File: src/rtl/stats_display_pkg.sv
// Shared types and constants for the statistics display: FSM states,
// active-low 7-segment patterns and the double-dabble adjust step.
package stats_display_pkg;

    typedef enum logic [1:0] {
        IDLE  = 2'd0,
        SHIFT = 2'd1,
        LOAD  = 2'd2
    } state_t;

    localparam int BCD_DIGITS = 4;
    localparam int BCD_W      = 4 * BCD_DIGITS;

    // Segment order {g,f,e,d,c,b,a}; a 0 lights the segment.
    localparam logic [6:0] SEG_0     = 7'h40;
    localparam logic [6:0] SEG_1     = 7'h79;
    localparam logic [6:0] SEG_2     = 7'h24;
    localparam logic [6:0] SEG_3     = 7'h30;
    localparam logic [6:0] SEG_4     = 7'h19;
    localparam logic [6:0] SEG_5     = 7'h12;
    localparam logic [6:0] SEG_6     = 7'h02;
    localparam logic [6:0] SEG_7     = 7'h78;
    localparam logic [6:0] SEG_8     = 7'h00;
    localparam logic [6:0] SEG_9     = 7'h10;
    localparam logic [6:0] SEG_BLANK = 7'h7F;

    // Add 3 to every nibble that is 5 or more, ahead of the left shift.
    function automatic logic [BCD_W-1:0] dabble_adjust(input logic [BCD_W-1:0] bcd);
        logic [BCD_W-1:0] res;
        res = bcd;
        for (int k = 0; k < BCD_DIGITS; k++) begin
            if (bcd[4*k +: 4] >= 4'd5) begin
                res[4*k +: 4] = bcd[4*k +: 4] + 4'd3;
            end
        end
        return res;
    endfunction

endpackage

File: src/rtl/bcd_to_seg7.sv
// Combinational BCD nibble to active-low 7-segment decoder; codes above 9
// produce a dark digit.
module bcd_to_seg7
    import stats_display_pkg::*;
(
    input  logic [3:0] i_nibble,
    output logic [6:0] o_seg
);

    always_comb begin
        o_seg = SEG_BLANK;
        case (i_nibble)
            4'd0:    o_seg = SEG_0;
            4'd1:    o_seg = SEG_1;
            4'd2:    o_seg = SEG_2;
            4'd3:    o_seg = SEG_3;
            4'd4:    o_seg = SEG_4;
            4'd5:    o_seg = SEG_5;
            4'd6:    o_seg = SEG_6;
            4'd7:    o_seg = SEG_7;
            4'd8:    o_seg = SEG_8;
            4'd9:    o_seg = SEG_9;
            default: o_seg = SEG_BLANK;
        endcase
    end

endmodule

File: src/rtl/stats_display.sv
// Shows one of four 11-bit statistics counters on a 4-digit multiplexed
// 7-segment display, converting to BCD with a sequential double-dabble engine.
module stats_display
    import stats_display_pkg::*;
#(
    parameter int SCAN_DIV = 50000,
    parameter int CW       = 11
) (
    input  logic          clk,
    input  logic          reset,
    input  logic [CW-1:0] i_cnt,
    input  logic [CW-1:0] r_cnt,
    input  logic [CW-1:0] j_cnt,
    input  logic [CW-1:0] clk_cnt,
    input  logic [1:0]    sel,
    output logic [3:0]    an,
    output logic [6:0]    seg,
    output logic          dp,
    output logic          busy
);

    localparam int DIV_W = $clog2(SCAN_DIV);

    // Scan timing
    logic [DIV_W-1:0] r_div;
    logic [1:0]       r_idx;
    logic [1:0]       w_idx_next;
    logic             w_digit_tick;
    logic             w_frame_tick;

    // Conversion engine
    state_t           r_state;
    state_t           w_state_next;
    logic             r_kick;
    logic             r_busy;
    logic [1:0]       r_pend_sel;
    logic [1:0]       r_shown_sel;
    logic [CW-1:0]    r_shift;
    logic [BCD_W-1:0] r_bcd;
    logic [BCD_W-1:0] r_disp_bcd;
    logic [3:0]       r_iter;
    logic             w_start;
    logic [CW-1:0]    w_sel_cnt;
    logic [BCD_W-1:0] w_adj;
    logic [BCD_W+CW-1:0] w_cat;

    // Rendering
    logic [6:0]       w_dig_seg [BCD_DIGITS];
    logic [BCD_DIGITS-1:0] w_blank;
    logic [3:0]       w_an_next;
    logic [6:0]       w_seg_next;
    logic             w_dp_next;
    logic [3:0]       r_an;
    logic [6:0]       r_seg;
    logic             r_dp;

    assign w_digit_tick = (r_div == DIV_W'(SCAN_DIV - 1));
    assign w_frame_tick = w_digit_tick && (r_idx == 2'd3);
    assign w_idx_next   = r_idx + 2'd1;

    always_ff @(posedge clk or posedge reset) begin
        if (reset) begin
            r_div <= '0;
            r_idx <= 2'd0;
        end else if (w_digit_tick) begin
            r_div <= '0;
            r_idx <= w_idx_next;
        end else begin
            r_div <= r_div + DIV_W'(1);
        end
    end

    always_comb begin
        w_sel_cnt = i_cnt;
        case (sel)
            2'd0:    w_sel_cnt = i_cnt;
            2'd1:    w_sel_cnt = r_cnt;
            2'd2:    w_sel_cnt = j_cnt;
            default: w_sel_cnt = clk_cnt;
        endcase
    end

    // Frame ticks seen outside IDLE are simply lost; nothing is queued.
    assign w_start = (r_state == IDLE) && (r_kick || w_frame_tick);
    assign w_adj   = dabble_adjust(r_bcd);
    assign w_cat   = {w_adj, r_shift} << 1;

    always_ff @(posedge clk or posedge reset) begin
        if (reset) begin
            r_state <= IDLE;
        end else begin
            r_state <= w_state_next;
        end
    end

    always_comb begin
        w_state_next = r_state;
        case (r_state)
            IDLE:    if (w_start) w_state_next = SHIFT;
            SHIFT:   if (r_iter == 4'(CW - 1)) w_state_next = LOAD;
            LOAD:    w_state_next = IDLE;
            default: w_state_next = IDLE;
        endcase
    end

    always_ff @(posedge clk or posedge reset) begin
        if (reset) begin
            r_kick      <= 1'b1;
            r_busy      <= 1'b0;
            r_pend_sel  <= 2'd0;
            r_shown_sel <= 2'd0;
            r_shift     <= '0;
            r_bcd       <= '0;
            r_disp_bcd  <= '0;
            r_iter      <= 4'd0;
        end else begin
            case (r_state)
                IDLE: begin
                    if (w_start) begin
                        r_pend_sel <= sel;
                        r_shift    <= w_sel_cnt;
                        r_bcd      <= '0;
                        r_kick     <= 1'b0;
                        r_busy     <= 1'b1;
                        r_iter     <= 4'd0;
                    end
                end
                SHIFT: begin
                    r_bcd   <= w_cat[BCD_W+CW-1:CW];
                    r_shift <= w_cat[CW-1:0];
                    r_iter  <= r_iter + 4'd1;
                end
                LOAD: begin
                    r_disp_bcd  <= r_bcd;
                    r_shown_sel <= r_pend_sel;
                    r_busy      <= 1'b0;
                end
                default: ;
            endcase
        end
    end

    // A digit is blank when it and every digit above it are zero; digit 0 always shows.
    for (genvar gi = 0; gi < BCD_DIGITS; gi++) begin : g_digit
        bcd_to_seg7 u_dec (
            .i_nibble (r_disp_bcd[4*gi +: 4]),
            .o_seg    (w_dig_seg[gi])
        );
        if (gi == 0) begin : g_units
            assign w_blank[gi] = 1'b0;
        end else begin : g_upper
            assign w_blank[gi] = ~(|r_disp_bcd[BCD_W-1:4*gi]);
        end
    end

    // Render for the index being entered so outputs track it one cycle after the tick.
    always_comb begin
        w_dp_next  = (w_idx_next != r_shown_sel);
        w_seg_next = w_blank[w_idx_next] ? SEG_BLANK : w_dig_seg[w_idx_next];
        w_an_next  = 4'b1111;
        if (!w_blank[w_idx_next] || !w_dp_next) begin
            w_an_next[w_idx_next] = 1'b0;
        end
    end

    always_ff @(posedge clk or posedge reset) begin
        if (reset) begin
            r_an  <= 4'b1111;
            r_seg <= SEG_BLANK;
            r_dp  <= 1'b1;
        end else if (w_digit_tick) begin
            r_an  <= w_an_next;
            r_seg <= w_seg_next;
            r_dp  <= w_dp_next;
        end
    end

    assign an   = r_an;
    assign seg  = r_seg;
    assign dp   = r_dp;
    assign busy = r_busy;

endmodule

File: config.mk
export PLATFORM = sky130hd
export DESIGN_NAME = stats_display
export DESIGN_NICKNAME = d
export VERILOG_FILES = /design/src/rtl/stats_display_pkg.sv /design/src/rtl/bcd_to_seg7.sv /design/src/rtl/stats_display.sv
export SDC_FILE = /design/constraint.sdc
export NUM_CORES = 1
export LEC_CHECK = 0
export CAP_MARGIN = 25
export CELL_PAD_IN_SITES_DETAIL_PLACEMENT = 1
export CELL_PAD_IN_SITES_GLOBAL_PLACEMENT = 1
export CORE_MARGIN = 2
export CORE_UTILIZATION = 35
export DETAILED_ROUTE_END_ITERATION = 8
export GPL_TIMING_DRIVEN = 0
export PLACE_DENSITY = 0.74
export SLEW_MARGIN = 0
export SYNTH_ARGS = -nofsm -noshare
export SYNTH_HDL_FRONTEND = slang
export SYNTH_SLANG_ARGS = --single-unit
File: constraint.sdc
create_clock -name clk -period 3.25 [get_ports clk]
set_input_delay 0.8125 -clock clk [delete_from_list [all_inputs] [get_ports clk]]
set_output_delay 0.8125 -clock clk [all_outputs]
set_load 0.03 [all_outputs]
### Yosys cells after proc, flatten, opt, wreduce, memory -nomap -nowiden

Memory sizes are Yosys's and may differ from the RTL's.
Index checks and enable logic that the tools add are counted.

* memory bits (read-only): 448
* logic and storage cells: 91
* memory bits (writable): 0
* bits in latches: 0
* register bits after elaboration: 85
* memories kept: 4

Memory list
* (name not given): depth 16, bits a word 7, rd ports 1, clocked after Yosys merged registers in 0, wr ports 0, line bcd_to_seg7.sv:12 `case (i_nibble)`
* (name not given): depth 16, bits a word 7, rd ports 1, clocked after Yosys merged registers in 0, wr ports 0, line bcd_to_seg7.sv:12
* (name not given): depth 16, bits a word 7, rd ports 1, clocked after Yosys merged registers in 0, wr ports 0, line bcd_to_seg7.sv:12
* (name not given): depth 16, bits a word 7, rd ports 1, clocked after Yosys merged registers in 0, wr ports 0, line bcd_to_seg7.sv:12

* $add $sub $neg: 7
* bitwise operators: 5
* multiply operators: 0
* eq/ne operators: 10
* muxes and demuxes: 26
* magnitude comparators: 7
* shift operators: 0
* divide/modulo/power cells: 0
* reduce and logical (&&, ||, !) cells: 18

Operators by type and width (number)
* $pmux 11 s3: 1
* $mux 16: 2
* $pmux 16 s2: 1
* $pmux 11 s2: 1
* $mux 7: 3
* $mux 4: 5
* $add 16x1->16 const B: 1
* $eq 16x16->1 const B: 1
* $ge 4x3->1 const B: 4
* $bmux 7 s2: 1
* $add 4x2->4 const B: 3
* $reduce_or 12->1: 1
* $mux 11: 1
* $pmux 4 s2: 1
* $reduce_and 2->1: 4
* $reduce_or 8->1: 1
* $eq 2x2->1 const B: 3
* $add 4x1->4 const B: 1
* $eq 2x1->1 const B: 2
* $eq 4x4->1 const B: 1
* $logic_not 2->1: 2
* $mux 2: 2
* $ne 2x2->1 const B: 2
* $not 4->4: 1
* 19 further kinds: 28

### Depth between registers and ports, before layout

* depth in word-level cells: 7
* depth in mapped cells: 9
* mapped depth without buffers: 7

### Modules after synthesis

Synthesis repeated with hierarchy kept, for this count alone.

* cell total of the unflattened synthesis: 520
* area total of the unflattened synthesis: 5268.8 um^2

Modules (own cells, without submodules)
* stats_display: times used 1, cells each 390, area each 4438.0 um^2
* bcd_to_seg7 (g_digit[1].u_dec ...): times used 3, cells each 33, area each 210.2 um^2
* bcd_to_seg7 (g_digit[0].u_dec): times used 1, cells each 31, area each 200.2 um^2

### Worst setup path after synthesis

Ideal clock, no wire load.

* path type: reg-to-reg
* from: reg r_idx[0]
* to: reg r_an[0] (netlist: an[0])
* cell stages (with the launch flop): 10
* data required time: 3.177 ns
* clock period less this slack: 2.264 ns
* arrival time: 2.191 ns
* path buffers: 2
* setup time: 0.073 ns
* setup slack: 0.986 ns
* path through: dfrtp_1 > clkbuf_1 > inv_1 > ha_1 > clkbuf_1 > nor2b_1 > o221ai_1 > a21o_1 > and2_1 > a21oi_1

* longest elaborated chain between the ends: 7

Ends and longest elaborated chain
* start: declaration: line stats_display.sv:26 `logic [1:0] r_idx;`
* start signal: assignment: line stats_display.sv:67 `r_idx <= w_idx_next;`
* $add 2x1->2 *: line stats_display.sv:59 `assign w_idx_next = r_idx + 2'd1;`
* net w_idx_next[0]: line stats_display.sv:27 `logic [1:0] w_idx_next;`
* $lt 2x3->1 (not written as such) / $ge 2x1->1 (equally long branches): line stats_display.sv:162 `w_an_next[w_idx_next] = 1'b0;`
* $logic_and 1x1->1 (not written as such): line stats_display.sv:162
* $mux 1 (not written as such): line stats_display.sv:162
* $demux 1 s2: line stats_display.sv:162
* $not 4->4 (no line)
* $mux 4 *: line stats_display.sv:161 `if (!w_blank[w_idx_next] || !w_dp_next) begin`
* end signal: assignment: line stats_display.sv:172 `r_an <= w_an_next;`
* end: declaration: line stats_display.sv:53 `logic [3:0] r_an;`

Mark *: on every way through the listed nets, which the timed path passes. The rest lies on a longest branch. The select of a mux whose other input is x is not followed.
A chain may end at the register's enable or synchronous reset.

### Worst setup path after layout

* from: reg r_idx[0]
* to: reg r_seg[6] (netlist: seg[6])

* longest elaborated chain between the ends: 6

Ends and longest elaborated chain
* $add 2x1->2 *: line stats_display.sv:59
* net w_idx_next[0]: line stats_display.sv:27
* $not 2->3 (not written as such): line stats_display.sv:159 `w_seg_next = w_blank[w_idx_next] ? SEG_BLANK : w_dig_seg[w_idx_next];`
* $bmux 7 s2: line stats_display.sv:159
* $mux 7 (not written as such) (2 in series): line stats_display.sv:159
* $mux 7 *: line stats_display.sv:159
* end signal: assignment: line stats_display.sv:173 `r_seg <= w_seg_next;`
* end: declaration: line stats_display.sv:54 `logic [6:0] r_seg;`

Marked as above.

==> impl_metrics.json <==
{
  "synthDominantCellAreaShare_pct": 35.6,
  "use_met2_pct": 29.2,
  "syn_area_per_cell_sq_um": 10.1,
  "cts.reportedPaths.clkPinSlew_ns": 0.07,
  "wire_per_inst_microns": 17.1,
  "power_per_unit_of_standard_cell_area_nw_per_um2": 357,
  "vdd.ir_drop.worst_v": 0.000286,
  "clk_latency_ns": 0.34,
  "ctsLongestPathBuffers": 2,
  "fin_tns_setup_ns": 0,
  "worst-path-max-fanout": 10,
  "vias_in_the_first_global_route": 4400,
  "relSlewSlack_pct": 45.4,
  "antenna_cell_count": 0,
  "layout_worst_path_cycle_share_pct": 85.8,
  "cts-buffers-inserted": 9,
  "timing_hold_violations_final": 0,
  "seq_area_frac_synth_pct": 42.4,
  "die_height_microns": 124,
  "number_of_max_slew_violations_in_the_final_report": 0,
  "finish.net_count": 657,
  "cts.hold.buffers_added": 0,
  "worst_path_max_delay_cell": "sky130_fd_sc_hd__dfrtp_1",
  "synthCells": 502,
  "dr.first_iter.drc_count": 263,
  "synth-warning-count": 0,
  "finalWirelength_mm": 13.0,
  "cts_tree": "yes",
  "synth.ff_latch_count": 85,
  "drt_pre_antenna_iters": 4,
  "synthTopCellsByArea": "sky130_fd_sc_hd__dfrtp_1 36%, sky130_fd_sc_hd__ha_1 8.7%, sky130_fd_sc_hd__dfstp_2 6.8%",
  "run_status": "finished clean",
  "gp_routability_congestion": 0.894,
  "worstPathCellList": "clkbuf_2 -> inv_1 -> ha_1 -> clkbuf_1 -> nor2b_1 -> o221ai_1 -> o311ai_0 -> a21oi_1 -> a21oi_1",
  "grt_util_all_layers_pct": 17.5,
  "critical_path.most_common_cell": "sky130_fd_sc_hd__a21oi_1",
  "vias": 4073,
  "max_slew.worst_pin.slew_ns": 0.818,
  "antenna_violation_net_count_after_detailed_routing": 0,
  "critical_path_required_ns": 3.51,
  "layout_cell_share_with_drive_strength_beyond_1_pct": 11.2,
  "timing.critical_path.from_type": "register",
  "grtUsageMet1_pct": 22.6,
  "cts.sinks": 85,
  "design_area_sq_um": 6210,
  "cts.repair_timing.setup_buffer_count": 0,
  "rsz0062_at_grt": "no",
  "worstPathArrival_ns": 3.05,
  "critical_path_class": "reg -> reg",
  "ioPinCount": 61,
  "achievable-frequency_mhz": 359,
  "htreeDepth": 3,
  "cellLeakagePower_nw": 2.70,
  "maxCapViolCount": 0,
  "synth_fp_nets": 585,
  "netlist-cell-type-count": 55,
  "cts_repair_resized_insts": 0,
  "die-width_microns": 124,
  "asyncSetResetFlopFracSynth_pct": 100,
  "final.setup_skew_ns": 0.0101,
  "antenna_found_initial": 0,
  "drt_drc_violations_left": 0,
  "cp_slowest_stage_delay_ns": 0.48,
  "grt_first_pass_wirelength_mm": 22.3,
  "grt.overflow.total": 0,
  "dieArea_sq_um": 15400,
  "floorplan.core_area_sq_um": 14000,
  "gr-usage-met3_pct": 3.36,
  "setup_viol": 0,
  "detailed_place_hpwl_mm": 9.76,
  "hold_path_class": "reg -> reg",
  "initial_utilization_pct": 36.2,
  "yosysTopAreaCell": "sky130_fd_sc_hd__dfrtp_1",
  "synth_edf_count": 0,
  "viasPerCell": 5.37,
  "grt_max_degree": 54,
  "final.min_clock_period_ns": 2.79,
  "report.power.total_mw": 2.22,
  "number_of_rows_created_at_floorplan": 43,
  "worst_setup_path_end_kind": "register",
  "grt-busiest-layer": "met2",
  "placed_area_sq_um": 5910,
  "mapped_cell_area_sq_um": 5060,
  "dominantRegCellSynth": "sky130_fd_sc_hd__dfrtp_1",
  "syn2layout_area_growth_pct": 22.9,
  "cts-root-buf": "sky130_fd_sc_hd__clkbuf_16",
  "port_buffers": 60
}
synthesized netlist by cell type (4+ instances only):
cell	n
sky130_fd_sc_hd__dfrtp_1	72
sky130_fd_sc_hd__o21ai_0	43
sky130_fd_sc_hd__nand2_1	38
sky130_fd_sc_hd__ha_1	35
sky130_fd_sc_hd__nor2_1	31
sky130_fd_sc_hd__a21oi_1	30
sky130_fd_sc_hd__inv_1	26
sky130_fd_sc_hd__clkbuf_1	21
sky130_fd_sc_hd__a22o_1	17
sky130_fd_sc_hd__nand2b_1	17
sky130_fd_sc_hd__a21o_1	13
sky130_fd_sc_hd__dfstp_2	13
sky130_fd_sc_hd__xnor2_1	12
sky130_fd_sc_hd__xor2_1	12
sky130_fd_sc_hd__mux2_2	11
sky130_fd_sc_hd__mux4_2	11
sky130_fd_sc_hd__nand3_1	9
sky130_fd_sc_hd__nor3b_1	9
sky130_fd_sc_hd__nor2b_1	6
sky130_fd_sc_hd__o221ai_1	6
sky130_fd_sc_hd__and2_1	5
sky130_fd_sc_hd__buf_2	5
sky130_fd_sc_hd__a31oi_1	4
sky130_fd_sc_hd__nand4_1	4
sky130_fd_sc_hd__o31ai_1	4
routing by layer:
| metal | share of wire [%] | vias up |
|---|---|---|
| met5 | 0 | - |
| met4 | 2.0 | 0 |
| met3 | 2.3 | 22 |
| met2 | 50 | 55 |
| met1 | 46 | 2058 |
| li1 | - | 1938 |
layout by cell type (no fill, tap or decap), types with 3 or more instances in the layout:
cell type                         synthesis  final
sky130_fd_sc_hd__a211o_1                  3      3
sky130_fd_sc_hd__xnor2_1                 12     12
sky130_fd_sc_hd__mux2i_1                  3      3
sky130_fd_sc_hd__o311ai_0                 3      3
sky130_fd_sc_hd__buf_2                    5      5
sky130_fd_sc_hd__a21oi_1                 30     30
sky130_fd_sc_hd__mux4_2                  11     11
sky130_fd_sc_hd__o221ai_1                 6      6
sky130_fd_sc_hd__nor3_1                   3      3
sky130_fd_sc_hd__nand4_1                  4      4
sky130_fd_sc_hd__nor2_1                  31     31
sky130_fd_sc_hd__nand2_1                 38     38
sky130_fd_sc_hd__and2_1                   5      5
sky130_fd_sc_hd__clkinvlp_4               0      3
sky130_fd_sc_hd__a21o_1                  13     13
sky130_fd_sc_hd__nand3_1                  9      9
sky130_fd_sc_hd__nand2b_1                17     17
sky130_fd_sc_hd__nor2b_1                  6      6
sky130_fd_sc_hd__dfrtp_1                 72     72
sky130_fd_sc_hd__ha_1                    35     35
sky130_fd_sc_hd__mux2_2                  11     11
sky130_fd_sc_hd__a22o_1                  17     17
sky130_fd_sc_hd__clkbuf_1                21     21
sky130_fd_sc_hd__inv_1                   26     25
sky130_fd_sc_hd__xor2_1                  12     12
sky130_fd_sc_hd__o31ai_1                  4      4
sky130_fd_sc_hd__o21ai_0                 43     43
sky130_fd_sc_hd__nor3b_1                  9      9
sky130_fd_sc_hd__dfstp_2                 13     13
sky130_fd_sc_hd__o21a_1                   3      3
sky130_fd_sc_hd__clkbuf_16                0      9
sky130_fd_sc_hd__clkdlybuf4s50_1          0     60
sky130_fd_sc_hd__a31oi_1                  4      4
path summary, 6_finish.rpt:
kind / from / to / slack, ns / cells after the start
max in group asynchronous: reset / r_kick$_DFFE_PP1P_ / 1.80 / 3
max reg2reg: r_idx[0]$_DFFE_PP0N_ / seg[6]$_DFFE_PP1N_ / 0.46 / 9
max: r_idx[0]$_DFFE_PP0N_ / seg[6]$_DFFE_PP1N_ / 0.46 / 9
min in group asynchronous: reset / r_div[8]$_DFF_PP0_ / 0.82 / 2
min: r_div[11]$_DFF_PP0_ / r_div[11]$_DFF_PP0_ / 0.49 / 1
min reg2reg: r_div[11]$_DFF_PP0_ / r_div[11]$_DFF_PP0_ / 0.49 / 1
cell families (layout without fill, tap and decap cells):
kind of cell / Yosys count / after routing / synth area share (%)
AO/OA/AOI/OAI: 141 / 141 / 18.3
AND/OR/NAND/NOR: 139 / 139 / 14.5
flip-flops: 85 / 85 / 42.4
buffers and inverters: 53 / 130 / 4.06
adder cells (fa/ha/maj): 35 / 35 / 8.66
multiplexers: 25 / 25 / 7.94
XOR/XNOR: 24 / 24 / 4.16
power breakdown:
part	internal, mW	switching (mW)	total (mW)
Clock	0.601	0.446	1.05
Combinational	0.0740	0.0395	0.113
Sequential	1.06	0	1.06
per-stage QoR:
stage          setup slack (ns)  hold WS, ns  utilization (%)  std cells
5_1_grt                   0.169        0.523             44.4        759
4_1_cts                   0.235        0.492             44.4        759
3_5_place_dp              0.241        0.477             42.3        743
6_report                  0.463        0.487             44.4        759
2_1_floorplan             0.266        0.449                -        502
3_3_place_gp              -1.09        0.466             42.1        742
cell type report:
| type | instances | area (sq um) |
|---|---|---|
| Timing Repair Buffer | 61 | 628 |
| Multi-Input combinational cell | 364 | 2710 |
| Buffer | 27 | 109 |
| Clock buffer | 10 | 229 |
| Sequential cell | 85 | 2140 |
| Inverter | 26 | 100 |
| Tap cell | 180 | 225 |
| Fill cell | 1578 | 7770 |
| Clock inverter | 6 | 70.1 |
state kept, by name (all words and copies together), names as in the netlist:
register,flops
r_state,2
r_iter,4
an,4
r_disp_bcd,16
r_bcd,16
r_idx,2
seg,7
r_shift,11
r_div,16
dp,1
r_pend_sel,2
r_shown_sel,2
r_kick,1
busy,1
worst max-delay path, delay by kind of cell (launching register included):
| family | cells | cell delay, ns |
|---|---|---|
| fa+ha+maj | 1 | 0.32 |
| compound gates | 4 | 1.01 |
| flops | 1 | 0.48 |
| buf+inv | 3 | 0.70 |
| simple gates | 1 | 0.20 |
No activity file was read; power rests on OpenSTA's default activity.
==> RTL change 1: new RTL, same settings <==
The parameter `SCAN_DIV` goes from 50000 to 200000.
--- a/src/rtl/stats_display.sv
+++ b/src/rtl/stats_display.sv
@@ -3,7 +3,7 @@
 module stats_display
     import stats_display_pkg::*;
 #(
-    parameter int SCAN_DIV = 50000,
+    parameter int SCAN_DIV = 200000,
     parameter int CW       = 11
 ) (
     input  logic          clk,
Formal check against the unedited RTL: same outputs for any inputs over 10 cycles, from zero or initial values and one cycle with reset high; that may be too few to reach the edited logic, so the function may still have changed.
==> RTL change 1 against the unedited design <==
  * Die area increased by 2.7%
  * Sequential cell count up 2
  * Worst setup slack worse by 0.055 ns
  * Sequential share of layout area is 0.061 points lower
  * Total power up 2.6%
  * Final area increased by 2.5%
  * Wire length increased by 5.1%
  * Largest power group unchanged
  * Synthesized area grew 2.8%
==> RTL change 1: results (changes against the unedited design) <==
The data arrival at the endpoint of the critical path was 3.11 ns (was 3.05 ns). Most frequent cells after synthesis: dfrtp_1, o21ai_0, nand2_1 (unchanged). The post-synth net total came out at 606 (was 585).

The worst hold margin came out at 0.4945 ns (was 0.4873 ns). Status: finished, final reports clean (unchanged). The area fraction in compound gates after synthesis came out at 0.2052 (was 0.1828). The highest fanout seen on the critical path came out at 9 (was 10). The power per standard cell area is 357.4 nW/um2 (was 357.2 nW/um2). The worst setup timing slack at the placement stage came to 0.1299 ns (was 0.2414 ns).

The endpoint of the most critical register-to-register path is an[2] (was seg[6]). The post-synthesis adder-cell area fraction came out at 0.08422 (was 0.08659). The count of non-filler cells in the finished layout came out at 784 (was 759). Leading cell types by total area after synthesis: dfrtp_1, ha_1, dfstp_2 (unchanged). The routed length per placed instance came to 17.40 um (was 17.11 um).

The multiplexer fraction of the synthesized cell area came out at 0.07122 (was 0.07942). The share of the synthesized netlist area taken by xor and xnor gates came to 0.03705 (was 0.04156). The largest net degree at the start of global routing is 64 (was 54). The post-layout minimum cycle time was 2.842 ns (was 2.787 ns). Top Registers: r_div x18, r_bcd x16, r_disp_bcd x16 (was r_bcd x16, r_disp_bcd x16, r_div x16). The peak supply drop is 0.3238 mV (was 0.2857 mV). The relative max-transition margin came to 0.4547 (was 0.4545). The share of cells above drive strength 1 is 0.1200 (was 0.1123).

The worst hold path endpoint is r_kick (was r_div[11]). The number of vias in the routed layout is 4215 (was 4073). The register-to-register setup slack came out at 0.41 ns (was 0.46 ns).

The switching share of power was 0.2115 (was 0.2187). The launch instance of the worst min-delay path is r_kick (was r_div[11]). The leakage power summed over all cells is 2.632 nW (was 2.696 nW). The number of nets in the final layout is 678 (was 657). The number of DRC violations after detailed-routing iteration 0 came to 192 (was 263).

The placement-stage cell area was 6061 um2 (was 5913 um2). The relative contribution of combinational cells to total power came out at 0.054 (was 0.051). The count of placed standard cells including taps came out at 768 (was 743). The proportion of synthesized chip area in sequential cells is 0.4218 (was 0.4238).
RTL change 1: worst max-delay path, cell delays in order (launching register included):
cell      delay [ns]
dfrtp_1         0.48
clkinv_1        0.34
ha_1            0.39
clkbuf_1        0.35
nor2b_1         0.24
a31oi_1         0.06
nor3_1          0.37
o21ai_0         0.29
a31oi_1         0.25
RTL change 1: routing by layer:
| layer | vias to the layer above | GRT usage | part of all wire |
|---|---|---|---|
| met2 | 71 | 0.3080 | 0.50 |
| met3 | 12 | 0.03653 | 0.034 |
| li1 | 2023 | - | - |
| met4 | 0 | 0.04266 | 0.012 |
| met1 | 2109 | 0.2304 | 0.45 |
| met5 | - | 0 | 0 |
RTL change 1: area by class of cell:
class / count / area [um2]
multi-input combinational: 378 / 2765
buffer: 30 / 136.4
tap: 184 / 230.2
clock inverter: 5 / 56.30
sequential: 87 / 2193
timing repair buffer: 61 / 628.1
fill: 1652 / 8164
inverter: 28 / 107.6
clock buffer: 11 / 252.7
==> RTL change 2: new RTL, config.mk and constraints unchanged <==
Without the edit above. Encoding of `state_t`: now one-hot (3 bits for 3 states).
--- a/src/rtl/stats_display_pkg.sv
+++ b/src/rtl/stats_display_pkg.sv
@@ -2,10 +2,10 @@
 // active-low 7-segment patterns and the double-dabble adjust step.
 package stats_display_pkg;
 
-    typedef enum logic [1:0] {
-        IDLE  = 2'd0,
-        SHIFT = 2'd1,
-        LOAD  = 2'd2
+    typedef enum logic [2:0] {
+        IDLE  = 3'b001,
+        SHIFT = 3'b010,
+        LOAD  = 3'b100
     } state_t;
 
     localparam int BCD_DIGITS = 4;
Behaviour: no difference found for any inputs over 10 cycles, from zero or initial values and one cycle with reset high; not proved beyond that.
==> RTL change 2 against the unedited design <==
  * Worst setup slack improved by 0.24 ns
  * Final area rose by 2.3%
  * Clock skew fell by 0.0016 ns
  * Wire length rose by 1.2%
  * Critical path depth fell by 2
  * Count of clock-buffer cells in the layout rose by 5
  * Sequential share of layout area fell by 0.37 points
  * Synthesized area rose by 3.3%
  * Sequential cell count rose by 1
  * Total power fell by 2.3%
  * First-iteration DRC count fell by 49%
  * Critical path type unchanged
==> RTL change 2: results (changes against the unedited design) <==
Status: finished, final reports clean (unchanged). The routing usage on met1 was 0.2250 (was 0.2262). The global-route wire length before repair is 22570 um (was 22250 um). The placement-stage cell area is 6086 um2 (was 5913 um2). The area fraction in compound gates after synthesis is 0.1616 (was 0.1828). The number of distinct library cells after synthesis came out at 54 (was 55). The maximum level of the CTS H-tree came out at 3 (unchanged). The number of DRC violations after detailed-routing iteration 0 came out at 133 (was 263). The post-synthesis instance total was 540 (was 502). The number of nets in the final layout is 695 (was 657). The final estimated routing congestion in global placement is 0.8313 (was 0.8944). The launch instance of the worst min-delay path is r_div[0] (was r_div[11]). The met3 capacity usage during global routing is 0.03314 (was 0.03356). The worst hold margin was 0.4579 ns (was 0.4873 ns). The met2 layer usage reported by global route came out at 0.2951 (was 0.2915).

The transition at the pin with the smallest max-transition slack is 0.6372 ns (was 0.8183 ns). The count of placed standard cells including taps is 785 (was 743). The post-synthesis adder-cell area fraction is 0.08381 (was 0.08659). Leading cell types by total area after synthesis: dfrtp_1, ha_1, dfstp_2 (unchanged). The share of cells above drive strength 1 is 0.1410 (was 0.1123).

The highest achievable clock rate came out at 393.2 MHz (was 358.8 MHz). The path depth of the worst reg2reg path is 7 (was 9). The via density per instance is 5.241 (was 5.366). The leakage power summed over all cells is 2.564 nW (was 2.696 nW). The setup skew after layout is 0.008537 ns (was 0.01010 ns). The data arrival at the endpoint of the critical path came to 2.80 ns (was 3.05 ns). The register-to-register setup slack is 0.71 ns (was 0.46 ns).

The proportion of synthesized chip area in sequential cells came out at 0.4152 (was 0.4238). Top Registers: r_bcd x16, r_disp_bcd x16, r_div x16 (unchanged). The total routing resource utilization after global routing is 0.1761 (was 0.1749). The sum of net half-perimeters after detailed placement is 9713 um (was 9762 um). The filler cell count is 1661 (was 1578). The largest net degree at the start of global routing came out at 51 (was 54). The share of the synthesized netlist area taken by xor and xnor gates came to 0.04526 (was 0.04156). Most frequent cells after synthesis: dfrtp_1, nor2_1, nand2_1 (was dfrtp_1, o21ai_0, nand2_1).

The multiplexer fraction of the synthesized cell area is 0.07926 (was 0.07942). The via count of the first global-routing pass is 4599 (was 4400). The peak supply drop came out at 0.2576 mV (was 0.2857 mV). The post-synth net total came out at 623 (was 585). The number of enable flip-flop cells after synthesis is 0 (unchanged). The worst hold path endpoint is r_div[0] (was r_div[11]). The number of vias in the routed layout came to 4198 (was 4073).
[RTL change 2: per-layer routing]
layer,up-vias,part of all wire
li1,2031,-
met3,25,0.035
met1,2063,0.45
met5,-,0
met2,79,0.49
met4,0,0.024
[RTL change 2: logic make-up after synthesis]
family / count (synthesis)
AND/OR/NAND/NOR: 173
XOR/XNOR: 27
adder cells (fa/ha/maj): 35
buffers and inverters: 59
flip-flops: 86
multiplexers: 24
AO/OA/AOI/OAI: 136
[RTL change 2: area by class of cell]
class,instances,share of cell area
multi-input cells,395,0.4380
flip-flops and latches,86,0.3412
repair buffers,61,0.09878
clock buffers,15,0.04211
well taps,184,0.03621
plain buffers,31,0.02597
inverters,28,0.01692
clock inverters,1,0.0007871
[RTL change 2: power by group]
part | leakage (nW) | internal [W] | total [W] | switching (W)
logic | 1.36 | 0.0000742 | 0.000115 | 0.0000408
registers | 1.07 | 0.00107 | 0.00107 | 0
clock network | 0.134 | 0.000560 | 0.000981 | 0.000421
[RTL change 2: through the flow]
step	utilization	setup TNS [ns]	power, W
finish	0.4375	0	0.002168
global route	0.4375	0	0.002248
CTS	0.4375	0	0.002202
detailed placement	0.4187	0	0.001210
global placement	0.4167	-85.71	0.001201
floorplan	-	0	0.001136
[RTL change 2: critical path, cell delays in order, from the launching register on]
cell	delay, ns
dfrtp_1	0.37
buf_2	0.27
inv_1	0.19
ha_1	0.32
clkbuf_1	0.33
o21ai_0	0.17
a2111oi_0	0.64
a21oi_1	0.15
